===== src/rtl/muldiv_unit.sv =====
// -----------------------------------------------------------------------------
// muldiv_unit
//   Iterative MIPS-style multiply/divide unit holding the HI/LO result pair.
//   One radix-2 iteration per clock: shift-add multiply and restoring divide,
//   each taking DATA_WIDTH iterations followed by one sign-fix cycle. MTHI/MTLO
//   write HI/LO directly in a single cycle. A divide with a zero divisor is
//   reported immediately and leaves HI/LO untouched.
//
// Ports
//   clock        : design clock, all state changes on the rising edge
//   reset        : synchronous active-high reset
//   start        : request a new operation (only sampled while busy is low)
//   op           : 000 MULT, 001 MULTU, 010 DIV, 011 DIVU, 100 MTHI, 101 MTLO,
//                  110/111 reserved (ignored)
//   operand_a    : rs value - multiplicand / dividend / MTHI-MTLO source
//   operand_b    : rt value - multiplier / divisor
//   busy         : an iterative operation is in progress
//   done         : one-cycle pulse when HI/LO were updated or div-by-zero seen
//   div_by_zero  : pulses with done when a divide had a zero divisor
//   hi, lo       : HI/LO architectural registers
// -----------------------------------------------------------------------------
module muldiv_unit #(
    parameter int DATA_WIDTH = 32
) (
    input  logic                  clock,
    input  logic                  reset,
    input  logic                  start,
    input  logic [2:0]            op,
    input  logic [DATA_WIDTH-1:0] operand_a,
    input  logic [DATA_WIDTH-1:0] operand_b,
    output logic                  busy,
    output logic                  done,
    output logic                  div_by_zero,
    output logic [DATA_WIDTH-1:0] hi,
    output logic [DATA_WIDTH-1:0] lo
);

    localparam int W  = DATA_WIDTH;
    localparam int CW = $clog2(DATA_WIDTH);

    localparam logic [2:0] OP_MULT  = 3'b000;
    localparam logic [2:0] OP_MULTU = 3'b001;
    localparam logic [2:0] OP_DIV   = 3'b010;
    localparam logic [2:0] OP_DIVU  = 3'b011;
    localparam logic [2:0] OP_MTHI  = 3'b100;
    localparam logic [2:0] OP_MTLO  = 3'b101;

    localparam logic [W-1:0]   ONE_W    = {{(W-1){1'b0}}, 1'b1};
    localparam logic [2*W-1:0] ONE_2W   = {{(2*W-1){1'b0}}, 1'b1};
    localparam logic [CW-1:0]  CNT_ONE  = {{(CW-1){1'b0}}, 1'b1};
    localparam logic [CW-1:0]  CNT_LAST = CW'(W - 1);

    typedef enum logic [1:0] {
        S_IDLE = 2'd0,
        S_MUL  = 2'd1,
        S_DIV  = 2'd2,
        S_FIX  = 2'd3
    } state_t;

    // Two's-complement negation helpers
    function automatic logic [W-1:0] neg_w(input logic [W-1:0] v);
        return ~v + ONE_W;
    endfunction

    function automatic logic [2*W-1:0] neg_2w(input logic [2*W-1:0] v);
        return ~v + ONE_2W;
    endfunction

    // Magnitude of an operand; unsigned ops pass the value through untouched
    function automatic logic [W-1:0] magnitude(input logic [W-1:0] v,
                                               input logic      is_signed);
        logic [W-1:0] r;
        if (is_signed && v[W-1]) begin
            r = neg_w(v);
        end else begin
            r = v;
        end
        return r;
    endfunction

    state_t          state_q, state_d;
    logic [CW-1:0]   cnt_q, cnt_d;
    // Multiply: {partial product high, multiplier shifting out low}.
    // Divide:   {partial remainder, dividend shifting into quotient}.
    logic [2*W-1:0]  work_q, work_d;
    // Multiplicand magnitude or divisor magnitude
    logic [W-1:0]    opnd_q, opnd_d;
    logic            neg_lo_q, neg_lo_d;   // negate product / quotient
    logic            neg_hi_q, neg_hi_d;   // negate remainder
    logic            fix_div_q, fix_div_d; // FIX finishes a divide
    logic [W-1:0]    hi_q, hi_d;
    logic [W-1:0]    lo_q, lo_d;
    logic            busy_q, busy_d;
    logic            done_q, done_d;
    logic            dbz_q, dbz_d;

    logic [W:0]      mul_sum_s;
    logic [2*W-1:0]  mul_next_s;
    logic [W:0]      div_shift_s;
    logic [W:0]      div_diff_s;
    logic [2*W-1:0]  div_next_s;
    logic [2*W-1:0]  prod_fix_s;
    logic [W-1:0]    quo_fix_s;
    logic [W-1:0]    rem_fix_s;
    logic            is_signed_s;
    logic [W-1:0]    a_mag_s;
    logic [W-1:0]    b_mag_s;

    // Datapath for one iteration step and for the final sign correction
    always_comb begin
        // Shift-add: add multiplicand when the current multiplier bit is set,
        // then shift the whole accumulator right by one.
        if (work_q[0]) begin
            mul_sum_s = {1'b0, work_q[2*W-1:W]} + {1'b0, opnd_q};
        end else begin
            mul_sum_s = {1'b0, work_q[2*W-1:W]};
        end
        mul_next_s = {mul_sum_s, work_q[W-1:1]};

        // Restoring divide: bring in the next dividend bit, trial-subtract,
        // keep the difference only when it did not borrow.
        div_shift_s = work_q[2*W-1:W-1];
        div_diff_s  = div_shift_s - {1'b0, opnd_q};
        if (!div_diff_s[W]) begin
            div_next_s = {div_diff_s[W-1:0], work_q[W-2:0], 1'b1};
        end else begin
            div_next_s = {div_shift_s[W-1:0], work_q[W-2:0], 1'b0};
        end

        if (neg_lo_q) begin
            prod_fix_s = neg_2w(work_q);
            quo_fix_s  = neg_w(work_q[W-1:0]);
        end else begin
            prod_fix_s = work_q;
            quo_fix_s  = work_q[W-1:0];
        end

        if (neg_hi_q) begin
            rem_fix_s = neg_w(work_q[2*W-1:W]);
        end else begin
            rem_fix_s = work_q[2*W-1:W];
        end

        is_signed_s = (op == OP_MULT) || (op == OP_DIV);
        a_mag_s     = magnitude(operand_a, is_signed_s);
        b_mag_s     = magnitude(operand_b, is_signed_s);
    end

    // Next-state and register-update logic
    always_comb begin
        state_d   = state_q;
        cnt_d     = cnt_q;
        work_d    = work_q;
        opnd_d    = opnd_q;
        neg_lo_d  = neg_lo_q;
        neg_hi_d  = neg_hi_q;
        fix_div_d = fix_div_q;
        hi_d      = hi_q;
        lo_d      = lo_q;
        done_d    = 1'b0;
        dbz_d     = 1'b0;

        case (state_q)
            S_IDLE: begin
                if (start) begin
                    case (op)
                        OP_MULT, OP_MULTU: begin
                            work_d    = {{W{1'b0}}, b_mag_s};
                            opnd_d    = a_mag_s;
                            neg_lo_d  = is_signed_s & (operand_a[W-1] ^ operand_b[W-1]);
                            neg_hi_d  = 1'b0;
                            fix_div_d = 1'b0;
                            cnt_d     = {CW{1'b0}};
                            state_d   = S_MUL;
                        end
                        OP_DIV, OP_DIVU: begin
                            if (operand_b == {W{1'b0}}) begin
                                done_d = 1'b1;
                                dbz_d  = 1'b1;
                            end else begin
                                work_d    = {{W{1'b0}}, a_mag_s};
                                opnd_d    = b_mag_s;
                                // Quotient truncates toward zero; remainder
                                // follows the dividend's sign.
                                neg_lo_d  = is_signed_s & (operand_a[W-1] ^ operand_b[W-1]);
                                neg_hi_d  = is_signed_s & operand_a[W-1];
                                fix_div_d = 1'b1;
                                cnt_d     = {CW{1'b0}};
                                state_d   = S_DIV;
                            end
                        end
                        OP_MTHI: begin
                            hi_d   = operand_a;
                            done_d = 1'b1;
                        end
                        OP_MTLO: begin
                            lo_d   = operand_a;
                            done_d = 1'b1;
                        end
                        default: begin
                            state_d = S_IDLE;
                        end
                    endcase
                end else begin
                    state_d = S_IDLE;
                end
            end
            S_MUL: begin
                work_d = mul_next_s;
                cnt_d  = cnt_q + CNT_ONE;
                if (cnt_q == CNT_LAST) begin
                    state_d = S_FIX;
                end else begin
                    state_d = S_MUL;
                end
            end
            S_DIV: begin
                work_d = div_next_s;
                cnt_d  = cnt_q + CNT_ONE;
                if (cnt_q == CNT_LAST) begin
                    state_d = S_FIX;
                end else begin
                    state_d = S_DIV;
                end
            end
            S_FIX: begin
                if (fix_div_q) begin
                    hi_d = rem_fix_s;
                    lo_d = quo_fix_s;
                end else begin
                    hi_d = prod_fix_s[2*W-1:W];
                    lo_d = prod_fix_s[W-1:0];
                end
                done_d  = 1'b1;
                state_d = S_IDLE;
            end
            default: begin
                state_d = S_IDLE;
            end
        endcase

        busy_d = (state_d != S_IDLE);
    end

    // State and output registers with synchronous reset
    always_ff @(posedge clock) begin
        if (reset) begin
            state_q   <= S_IDLE;
            cnt_q     <= {CW{1'b0}};
            work_q    <= {(2*W){1'b0}};
            opnd_q    <= {W{1'b0}};
            neg_lo_q  <= 1'b0;
            neg_hi_q  <= 1'b0;
            fix_div_q <= 1'b0;
            hi_q      <= {W{1'b0}};
            lo_q      <= {W{1'b0}};
            busy_q    <= 1'b0;
            done_q    <= 1'b0;
            dbz_q     <= 1'b0;
        end else begin
            state_q   <= state_d;
            cnt_q     <= cnt_d;
            work_q    <= work_d;
            opnd_q    <= opnd_d;
            neg_lo_q  <= neg_lo_d;
            neg_hi_q  <= neg_hi_d;
            fix_div_q <= fix_div_d;
            hi_q      <= hi_d;
            lo_q      <= lo_d;
            busy_q    <= busy_d;
            done_q    <= done_d;
            dbz_q     <= dbz_d;
        end
    end

    assign busy        = busy_q;
    assign done        = done_q;
    assign div_by_zero = dbz_q;
    assign hi          = hi_q;
    assign lo          = lo_q;

endmodule


===== config.mk =====
export PLATFORM = sky130hd
export DESIGN_NAME = muldiv_unit
export DESIGN_NICKNAME = d
export VERILOG_FILES = /design/src/rtl/muldiv_unit.sv
export SDC_FILE = /design/constraint.sdc
export NUM_CORES = 1
export LEC_CHECK = 0
export CORE_MARGIN = 1
export CORE_UTILIZATION = 40
export DETAILED_ROUTE_END_ITERATION = 6
export DONT_BUFFER_PORTS = 1
export PLACE_DENSITY_LB_ADDON = 0.08
export SLEW_MARGIN = 20
export SYNTH_ARGS = -nofsm -noshare
export SYNTH_HDL_FRONTEND = slang
export SYNTH_SLANG_ARGS = --single-unit
export TNS_END_PERCENT = 10

===== constraint.sdc =====
create_clock -name clock -period 3.3 [get_ports clock]
set_input_delay 0.33 -clock clock [delete_from_list [all_inputs] [get_ports clock]]
set_output_delay 0.33 -clock clock [all_outputs]
set_load 0.005 [all_outputs]

After elaboration in Yosys (flattened, before gate mapping)
Cells that the tools add are included.
{"block": "totals", "in_bits": 70, "ff_bits": 173, "out_inout_bits": 67, "wordCells": 108}
{"block": "classes", "eq_ne": 15, "n_bitwise": 11, "n_reduce_logical": 21, "add_sub_neg": 8, "mux": 41}
{"cell": "2-to-1 mux 32 bit", "count": 11}
{"cell": "2-to-1 mux 64 bit", "count": 4}
{"cell": "case mux 32 bit (2 select lines)", "count": 3}
{"cell": "case mux 64 bit (3 select lines)", "count": 1}
{"cell": "adder 32 x 1 -> 32 bit (second input constant)", "count": 4}
{"cell": "inverter 32 bit", "count": 4}
{"cell": "case mux 64 bit (2 select lines)", "count": 1}
{"cell": "adder 64 x 1 -> 64 bit (second input constant)", "count": 1}
{"cell": "inverter 64 bit", "count": 1}
{"cell": "adder 32 x 32 -> 33 bit", "count": 1}
{"cell": "2-to-1 mux 33 bit", "count": 1}
{"cell": "subtractor 33 x 32 -> 33 bit", "count": 1}
{"cell": "zero test 32 bit", "count": 1}
{"cell": "case mux 5 bit (2 select lines)", "count": 2}
{"cell": "AND reduction 4 bit", "count": 3}
{"cell": "2-to-1 mux 5 bit", "count": 2}
{"cell": "case mux 1 bit (2 select lines)", "count": 5}
{"cell": "case mux 2 bit (4 select lines)", "count": 1}
{"cell": "nonzero test 2 bit", "count": 4}
{"cell": "OR reduction 2 bit", "count": 4}
{"cell": "equality test 3 x 2 -> 1 bit (second input constant)", "count": 2}
{"cell": "equality test 3 bit (second input constant)", "count": 2}
{"cell": "2-to-1 mux 1 bit", "count": 6}
{"cell": "2-to-1 mux 2 bit", "count": 3}
{"cell": "20 further kinds", "count": 28}

Logic depth before layout (Yosys ltp)
{"block": "logic_depth", "depth_word": 8, "depth_mapped": 15, "ltp_nobuf": 13}

Worst setup path before layout
No wires, ideal clock.
{"block": "synth_timing", "path_kind": "register -> register", "from": "register work_q[31]", "to": "register work_q[43]", "stages_incl_launch_ff": 15, "required_ps": 3183, "setup_slack_ps": -230, "setup_ps": 117, "t_arrival_ps": 3412, "period_less_slack_ps": 3530, "n_path_buf": 2, "path_cell_list": "dfxtp_1 inv_1 ha_1 fa_1 nand2b_1 a21o_1 a21oi_1 o2111ai_1 and3_1 o21ai_0 xor2_1 clkbuf_1 clkbuf_1 o221ai_1 a32o_1"}
{"block": "synth_between", "elab_chain_cells": 3}
{"item": "start: declaration", "line": "85", "source": "logic [2*W-1:0] work_q, work_d;"}
{"item": "start signal: assignment", "line": "250", "source": "work_q <= {(2*W){1'b0}};"}
{"item": "start signal: assignment", "line": "263", "source": "work_q <= work_d;"}
{"item": "subtractor 33 x 32 -> 33 bit", "line": "123", "source": "div_diff_s = div_shift_s - {1'b0, opnd_q};"}
{"item": "2-to-1 mux 64 bit", "line": "124", "source": "if (!div_diff_s[W]) begin"}
{"item": "case mux 64 bit (3 select lines)", "line": "163", "source": "case (state_q)"}
No other way between the ends.
A chain may end at the register's enable or synchronous reset.

Final worst setup path
{"block": "layout_timing", "from": "register work_q[3]", "to": "register lo_q[26] (netlist: lo[26])"}
{"block": "layout_between", "elab_chain_cells": 5, "word_cells_on_any_way": 8, "cone_classes": "add/sub: 2; mux: 4; bitwise: 2"}
{"item": "inverter 64 bit or inverter 32 bit (tied branches)", "line": "66, 62"}
{"item": "adder 64 x 1 -> 64 bit or adder 32 x 1 -> 32 bit (tied branches)", "line": "66, 62"}
{"item": "2-to-1 mux 64 bit or 2-to-1 mux 32 bit (tied branches)", "line": "130", "source": "if (neg_lo_q) begin"}
{"item": "2-to-1 mux 32 bit (*)", "line": "227", "source": "if (fix_div_q) begin"}
{"item": "case mux 32 bit (2 select lines) (*)", "line": "163"}
{"item": "end signal: assignment", "line": "256", "source": "lo_q <= {W{1'b0}};"}
{"item": "end signal: assignment", "line": "269", "source": "lo_q <= lo_d;"}
{"item": "end: declaration", "line": "92", "source": "logic [W-1:0] lo_q, lo_d;"}
Every way passes the cells marked *; elsewhere a longest branch is shown, timed or not.

==> out/qor.csv <==
metric,value,unit
Clk pwr share,0.342,
"CTS clk-pin slew, worst paths",0.08,ns
Max Clock Skew,0.0118,ns
Mean Syn Cell Area,7.31,µm²
clock latency at the later pin of the worst-skew pair,0.47,ns
vias in the first global route,16100,
fraction of final layout cells sized beyond drive strength 1,0.170,
Int Pwr,4.00,mW
Synth Flop Type,dfxtp_1,
starting density of the core,0.408,
# diodes,0,
slowest CP cell,or4_4,
Layout area overhead,25.3,%
switching power total,2.18,mW
cell family with most CP delay,simple AND/OR/NAND/NOR gates,
Boundary Pins,137,
vias,16900,
mapped cell area,15000,µm²
Synth Warn #,0,
die area,38300,µm²
WL final,66100,µm
main area contributors after synthesis,"dfxtp_1 23%, a21oi_1 7.2%, ha_1 6.5%",
gr usage total,0.344,
core area,36800,µm²
CTS max path bufs,2,
worst path required time,3.66,ns
gr ovfl total,0,
Seq pwr share,0.367,
Detailed Routing Iterations Pass 1,6,
worst slew pin tran,0.959,ns
critical path class,register to register,
via/cell ratio,6.16,
post-layout power,6.19,mW
violated checks,setup timing,
Pleak,7.74,nW
Critical path buffers and inverters,0,
CP max FO,4,
dpl ws,-0.346,ns
critical-path cell list,or4_4 -> or3_4 -> or4_4 -> or3_4 -> or3_4 -> o41ai_4 -> xor2_1 -> a211oi_1 -> a21oi_1 -> nor2_1,
Worst VDD drop,0.329,mV
Post-synth EDFFs,0,
min Tclk post-route,3.36,ns
Hold Crit Class,input pin to register,
syn nets,2205,
CP Launch Type,register,
chip width,196,µm
Most common cell on crit path,or3_4,
setup TNS,-0.0946,ns
Hold WS,0.0181,ns
per-cell routed wire length,24.1,µm
"Distinct cells, synth",77,
Final Setup Violations,3,
DIE HEIGHT,196,µm
worst setup margin,-0.0602,ns
Critical Path End Type,register,
max-slew violations,0,
CTS tree,done,
final std cells w/o fill,2740,
ys async rst share,0,
Gate Count Post-Synth,2055,
outcome,"complete, but fails checks",
DR DRC count,0,
Gate power share,0.291,
"Largest stage delay, worst path",0.53,ns
Switching Fraction,0.353,
"FF+latch count, synth",173,
"Data arrival, critical path",3.72,ns
first-pass GRT wire length,99600,µm
Yosys top cell area share,0.231,
final hold violations,0,
"Seq/Total Area, Yosys",0.231,
pwr/cell area,329,nW/µm²
Synth area leader,dfxtp_1,
f_max,0.298,GHz
nets,2409,
RSZ-0062 raised after global routing,true,
gpl congestion,0.967,
Routed Antenna Nets,0,
H-tree levels,4,
maximum capacitance violations,0,
Iteration-0 DRC Markers,1637,
Buffers on Ports,0,
total clock buffers created by CTS,17,
initial antenna violation count,2,
cell count after placement,2627,
Slew HR,0.358,
CTS sink cnt,173,
Rows,70,
Root Driver,clkbuf_16,
largest net degree at the start of global routing,94,
dpl hpwl,50800,µm
fin crit share,1.02,
-- cells in the mapped netlist (13+ instances only) --
cell      count
a211o_1      15
mux2i_1      42
a21oi_1     215
nand3_1      35
a221o_1      13
o211ai_1     38
or3_1        22
a221oi_1     18
o21ai_0     139
dfxtp_1     173
a21o_1       46
xor2_1       87
clkbuf_1    126
a211oi_1     67
nor2_1      233
a31oi_1      27
inv_1        59
ha_1         78
o31ai_1      27
nand2_1     188
nor3_1       50
or4_1        14
nand2b_1     14
a22oi_1      15
xnor2_1      81
o41ai_1      18
-- flip-flops by register name, indices dropped and copies added (netlist names), 2 cells and up --
name and count:
hi 32, lo 32, work_q 64, state_q 2
opnd_q 32, cnt_q 5
-- per-layer routing --
metal | track usage | up-vias | share of wire
li1 | - | 7986 | -
met1 | 0.490 | 8115 | 0.46
met2 | 0.514 | 697 | 0.42
met3 | 0.0737 | 85 | 0.082
met4 | 0.104 | 0 | 0.029
met5 | 0 | - | 0
-- worst paths after layout --
path | startpoint | cells after the start | to | slack [ns]
max | work_q[3] | 10 | lo[26] | -0.06
min | operand_a[2] | 2 | hi[2] | 0.02
max reg2reg | work_q[3] | 10 | lo[26] | -0.06
min reg2reg | hi[9] | 1 | hi[9] | 0.49
-- layout make-up --
cell class	count	area (µm²)
fill	3732	18000
multi-input combinational	1677	11100
sequential	173	3480
timing repair buffer	329	2790
tap	468	586
clock buffer	20	467
inverter	61	229
clock inverter	12	124
-- metrics by stage --
stage | util | cell area (µm²)
after global routing | 0.512 | 18800
final | 0.512 | 18800
after CTS | 0.505 | 18600
after global placement | 0.464 | 17100
after detailed placement | 0.464 | 17100
after floorplan | - | 15000
-- logic make-up (layout without fill, tap and decap cells) --
logic type      count (synthesis)  after routing  synth area share
simple gates                  649            649             0.200
xor+xnor                      168            168            0.0980
compound gates                731            731             0.318
buf+inv                       205            422            0.0526
mux                            49             49            0.0333
fa+ha+maj                      80             80            0.0677
flops                         173            173             0.231
-- power by group through the flow --
stage          combinational [mW]  clock (mW)  sequential [mW]
6_report                     1.80        2.11             2.27
4_1_cts                      1.74        2.12             2.27
5_1_grt                      1.95        2.21             2.28
3_3_place_gp                 1.62           0             2.32
3_5_place_dp                 1.63           0             2.32
2_1_floorplan                1.02           0             2.28
-- timing repair --
| item | CTS | global route |
|---|---|---|
| hold buffers | 80 | 0 |
| endpoints found under the setup margin | 40 | 55 |
| endpoints found under the hold margin | 109 | 0 |
| pin swaps | 10 | 19 |
| gates resized for setup | 30 | 63 |
| setup buffers | 1 | 0 |
-- cell usage in the layout (no fill, tap or decap), types with 9 or more instances in the layout --
master	count
nor2b_1	9
dfxtp_2	12
o21a_1	12
a31oi_1	25
nor4_1	12
nor2_1	230
a221oi_1	15
and2_1	9
dfxtp_1	160
a21oi_1	209
clkbuf_16	17
nand3_1	33
ha_1	73
or4_1	12
or3_1	20
o31ai_1	22
xnor2_1	81
dlygate4sd3_1	79
a22oi_1	14
o21ai_0	127
o22ai_1	9
o211ai_1	38
inv_1	59
nand2b_1	14
buf_12	9
a211o_1	15
nand2_1	187
o21ai_1	9
buf_4	239
o41ai_1	14
a221o_1	13
mux2i_1	42
a21o_1	46
nand4_1	12
xor2_1	83
a211oi_1	67
nor3_1	46
(Power assumes the default switching activity.)
==> patch 1, RTL diff (config.mk and constraints unchanged) <==
Change the parameter `DATA_WIDTH` from 32 to 16.
--- a/src/rtl/muldiv_unit.sv
+++ b/src/rtl/muldiv_unit.sv
@@ -20,7 +20,7 @@
 //   hi, lo       : HI/LO architectural registers
 // -----------------------------------------------------------------------------
 module muldiv_unit #(
-    parameter int DATA_WIDTH = 32
+    parameter int DATA_WIDTH = 16
 ) (
     input  logic                  clock,
     input  logic                  reset,
Interface: changed (resized hi, lo, operand_a and operand_b); port bits go from 137 to 73. No check against the original RTL was run, so the function may have changed too.
==> patch 1 against the unedited design <==
Sequential cell count down 81. Die area down 47%. Largest power group unchanged. Critical endpoint is now work_q[23]$_SDFFE_PP0P_. Critical path type unchanged. Setup slack better by 0.27 ns. Area after synthesis down 47%. Via count down 55%. Critical path depth up 2. Largest cell class unchanged. Wire length down 60%. Combinational power down 58%. Clock skew down 0.0022 ns. Highest routed layer unchanged. Power down 51%. Cell area down 55%.
==> patch 1: results <==
sta:
  hold_ws_ns: 0.0618
  fin_skew_ns: 0.00961
yosys:
  ys_top_cells_by_count: "139 x nor2_1, 110 x a21oi_1, 99 x nand2_1, 92 x dfxtp_1, 51 x o21ai_0"
  netlist_top_cells_area: "dfxtp_1 23%, ha_1 7.1%, a21oi_1 6.9%"
  synth.area.mux_share: 0.0630
  synth_fa_ha_area_frac: 0.0757
  seq_area_frac_synth: 0.231
  synth_compound_area_frac: 0.272
  synth_xor_area_frac: 0.0846
clocking:
  cts_setup_buffers: 0
  clk_latency_ns: 0.35
  cts_buffers: 9
  htree_levels: 3
  ctsResizeCount: 0
detailed_routing:
  drtIter0Drc: 632
  wl_met1_mm: 13.2
  met3_length_mm: 1.54
  met2_length_mm: 11.4
  wl_per_cell_um: 20.3
  dr.pass1.iters: 4
global_routing:
  grt_use_met1: 0.387
  grt_pass1_vias: 6885
  track_usage: 0.266
  grt_first_pass_wirelength_mm: 41.0
  use_met2: 0.393
  antenna_found_initial: 0
critical_path:
  slowest_stage: "dfxtp_1"
  r2r-end: "work_q[23]$_SDFFE_PP0P_"
  critical_path.top_delay_family: "compound AO/OA/AOI/OAI gates"
  cp_max_fo: 21
  ff2ff_path_depth: 12
  r2r-start: "work_q[15]$_SDFFE_PP0P_"
final_layout:
  nNetsFinal: 1123
  largest_register_ffs: 32
  fill_cells: 2074
outcome:
  status: "finished clean"
hold_path:
  hold_end: "work_q[26]$_SDFFE_PP0P_"
power:
  comb_cell_power_mw: 0.764
  peakVddDrop_mv: 0.193
  p_int_mw: 2.05
placement:
  routabilityCongestion: 0.875
  dpl.hpwl_mm: 20.5
[patch 1: changes by cell type after synthesis, sizes merged, moves of 54 or more]
cell    change
a21oi     -103
nor2       -92
o21ai      -86
clkbuf     -78
nand2      -89
dfxtp      -81
xor2       -54
[patch 1: how the worst max path moves through the flow]
stage / endpoint / slack [ns] / from
after global placement: work_q[24]$_SDFFE_PP0P_ / 0.35 / work_q[15]$_SDFFE_PP0P_
after detailed placement: work_q[24]$_SDFFE_PP0P_ / 0.26 / work_q[15]$_SDFFE_PP0P_
after floorplan: work_q[24]$_SDFFE_PP0P_ / 0.57 / work_q[17]$_SDFFE_PP0P_
after CTS: work_q[24]$_SDFFE_PP0P_ / 0.23 / work_q[15]$_SDFFE_PP0P_
after global routing: work_q[0]$_SDFFE_PP0P_ / 0.0007 / opnd_q[11]$_SDFFE_PP0P_
final: work_q[23]$_SDFFE_PP0P_ / 0.21 / work_q[15]$_SDFFE_PP0P_
[patch 1: per-stage QoR]
stage                     worst slack [ns]   util  area [µm²]  instances
after CTS                            0.229  0.436        8510       1308
after global routing              0.000700  0.436        8520       1308
after global placement               0.353  0.421        8220       1292
after floorplan                      0.571      -        7970       1060
after detailed placement             0.258  0.421        8220       1292
final                                0.210  0.436        8520       1308
[patch 1: area by class of cell]
| type | count | area (µm²) | area share |
|---|---|---|---|
| sequential | 92 | 1840 | 0.216 |
| multi-input combinational | 855 | 5580 | 0.655 |
| tap | 265 | 332 | 0.0389 |
| clock buffer | 11 | 233 | 0.0273 |
| timing repair buffer | 38 | 310 | 0.0364 |
| clock inverter | 5 | 61.3 | 0.00720 |
| inverter | 42 | 158 | 0.0185 |
==> patch 2, RTL diff (same settings) <==
Without the edit above. Encoding of `state_t`: now one-hot (4 bits for 4 states).
--- a/src/rtl/muldiv_unit.sv
+++ b/src/rtl/muldiv_unit.sv
@@ -50,11 +50,11 @@
     localparam logic [CW-1:0]  CNT_ONE  = {{(CW-1){1'b0}}, 1'b1};
     localparam logic [CW-1:0]  CNT_LAST = CW'(W - 1);
 
-    typedef enum logic [1:0] {
-        S_IDLE = 2'd0,
-        S_MUL  = 2'd1,
-        S_DIV  = 2'd2,
-        S_FIX  = 2'd3
+    typedef enum logic [3:0] {
+        S_IDLE = 4'b0001,
+        S_MUL  = 4'b0010,
+        S_DIV  = 4'b0100,
+        S_FIX  = 4'b1000
     } state_t;
 
     // Two's-complement negation helpers
Function: same outputs for any inputs over 4 cycles, from zero or initial values and one cycle with reset high; so few cycles prove little.
==> patch 2 against the unedited design <==
The run ends with DRC, hold timing, setup timing left. Core utilization down 0.28 points. Critical path depth up 4. Power up 4.7%. Worst hold slack worse by 0.078 ns. Final cell count down 1.2%. Setup slack worse by 0.020 ns. Wire length down 2.6%. Cell area down 0.79%. Non-clock buffer count down 12. Area after synthesis down 0.45%. Sequential cell count up 2. Highest routed layer unchanged.
==> patch 2: results <==
global_routing:
  grt_first_pass_wirelength_mm: 96.9
  track_usage: 0.334
  grt_pass1_vias: 15500
  grt_max_degree: 161
  antenna_found_initial: 1
final_layout:
  post-route-util: 0.509
  fill_cells: 3734
  nNetsFinal: 2371
  drive_gt1_frac: 0.176
sta:
  layout_setup_ws_ns: -0.0805
  slew_headroom: 0.399
  report.final.setup_viol: 11
  hold_violations: 39
  hold_ws_ns: -0.0602
  tns_ns: -0.452
  fin_skew_ns: 0.0130
yosys:
  synth_cell_types: 82
  syn_nets: 2178
  ys_top_cells_by_count: "263 x nor2_1, 215 x a21oi_1, 179 x nand2_1, 175 x dfxtp_1, 139 x o21ai_0"
  seq_area_frac_synth: 0.234
  netlist_top_cells_area: "dfxtp_1 23%, a21oi_1 7.2%, nor2_1 6.6%"
placement:
  dpl.hpwl_mm: 48.5
  place_area_mm2: 0.0166
  place_ws_ns: -0.257
critical_path:
  cp_max_fo: 6
  r2r_slack_ns: -0.08
  cpPeakStageDelay_ns: 0.41
  slowest_stage: "or3_4"
clocking:
  clk_latency_ns: 0.47
power:
  p_leak_nw: 7.66
  peakVddDrop_mv: 0.394
hold_path:
  hold_path.class: "in2reg"
outcome:
  status: "finished, violations left"
  violations: "DRC, hold timing, setup timing"
detailed_routing:
  met2_length_mm: 27.1
  met3_length_mm: 5.74
  drtIter0Drc: 1461
  wirelength_mm: 64.4
  drc: 1
  dr.pass1.iters: 7
  viasPerCell: 6.14
==> patch 2: power by group through the flow <==
stage	sequential, mW	combinational (mW)	clock (mW)
after floorplan	2.31	1.16	0
after global placement	2.34	1.78	0
after detailed placement	2.34	1.79	0
after CTS	2.30	1.99	2.02
after global routing	2.31	2.34	2.12
final	2.30	2.18	1.99
==> patch 2: cell type report <==
cell class              instances  share of cell area
well taps                     468              0.0314
multi-input cells            1651               0.592
clock buffers                  18              0.0230
clock inverters                14             0.00597
repair buffers                317               0.147
inverters                      63              0.0127
flip-flops and latches        175               0.188
==> patch 2: what timing repair did <==
| item | 4_1_cts | 5_1_grt |
|---|---|---|
| resized for setup | 35 | 86 |
| hold buffers | 89 | 3 |
| endpoints found under the setup margin | 35 | 89 |
| pin swaps | 16 | 26 |
| endpoints found under the hold margin | 155 | 64 |
| setup buffers | 4 | 15 |
| gates cloned | 1 | 0 |
==> patch 2: cell families after synthesis <==
kind of cell	share of synthesized area
compound gates	0.296
simple gates	0.209
buf+inv	0.0585
flops	0.234
xor+xnor	0.0979
fa+ha+maj	0.0646
mux	0.0392
==> patch 2: path summary, 6_finish.rpt <==
| kind | from | end | cells past startpoint |
|---|---|---|---|
| hold / removal | reset | lo[31]$_SDFFE_PP0P_ | 1 |
| setup / recovery | opnd_q[7]$_SDFFE_PP0P_ | work_q[43]$_SDFFE_PP0P_ | 14 |
| setup reg to reg | opnd_q[7]$_SDFFE_PP0P_ | work_q[43]$_SDFFE_PP0P_ | 14 |
| hold reg to reg | hi[20]$_SDFFE_PP0P_ | hi[20]$_SDFFE_PP0P_ | 2 |
==> patch 2: critical path, delay by kind of cell (launching register included) <==
kind | cells | cell delay (ns)
AOI/OAI and AO/OA | 5 | 0.92
and+or+nand+nor | 3 | 0.78
buffers and inverters | 3 | 0.36
adders and majority gates | 1 | 0.36
DFF | 1 | 0.35
muxes | 1 | 0.30
xor gates and xnor gates | 1 | 0.20
==> patch 2: routing by layer <==
metal,up-vias,track usage
li1,7807,-
met1,7952,0.466
met2,741,0.492
met3,104,0.0693
met4,0,0.143
met5,-,0
==> patch 2: through the flow <==
step           hold slack (ns)  instances
2_1_floorplan            0.448       2032
3_3_place_gp             0.415       2564
3_5_place_dp             0.416       2564
4_1_cts                -0.0768       2690
5_1_grt                -0.0707       2706
6_report               -0.0602       2706
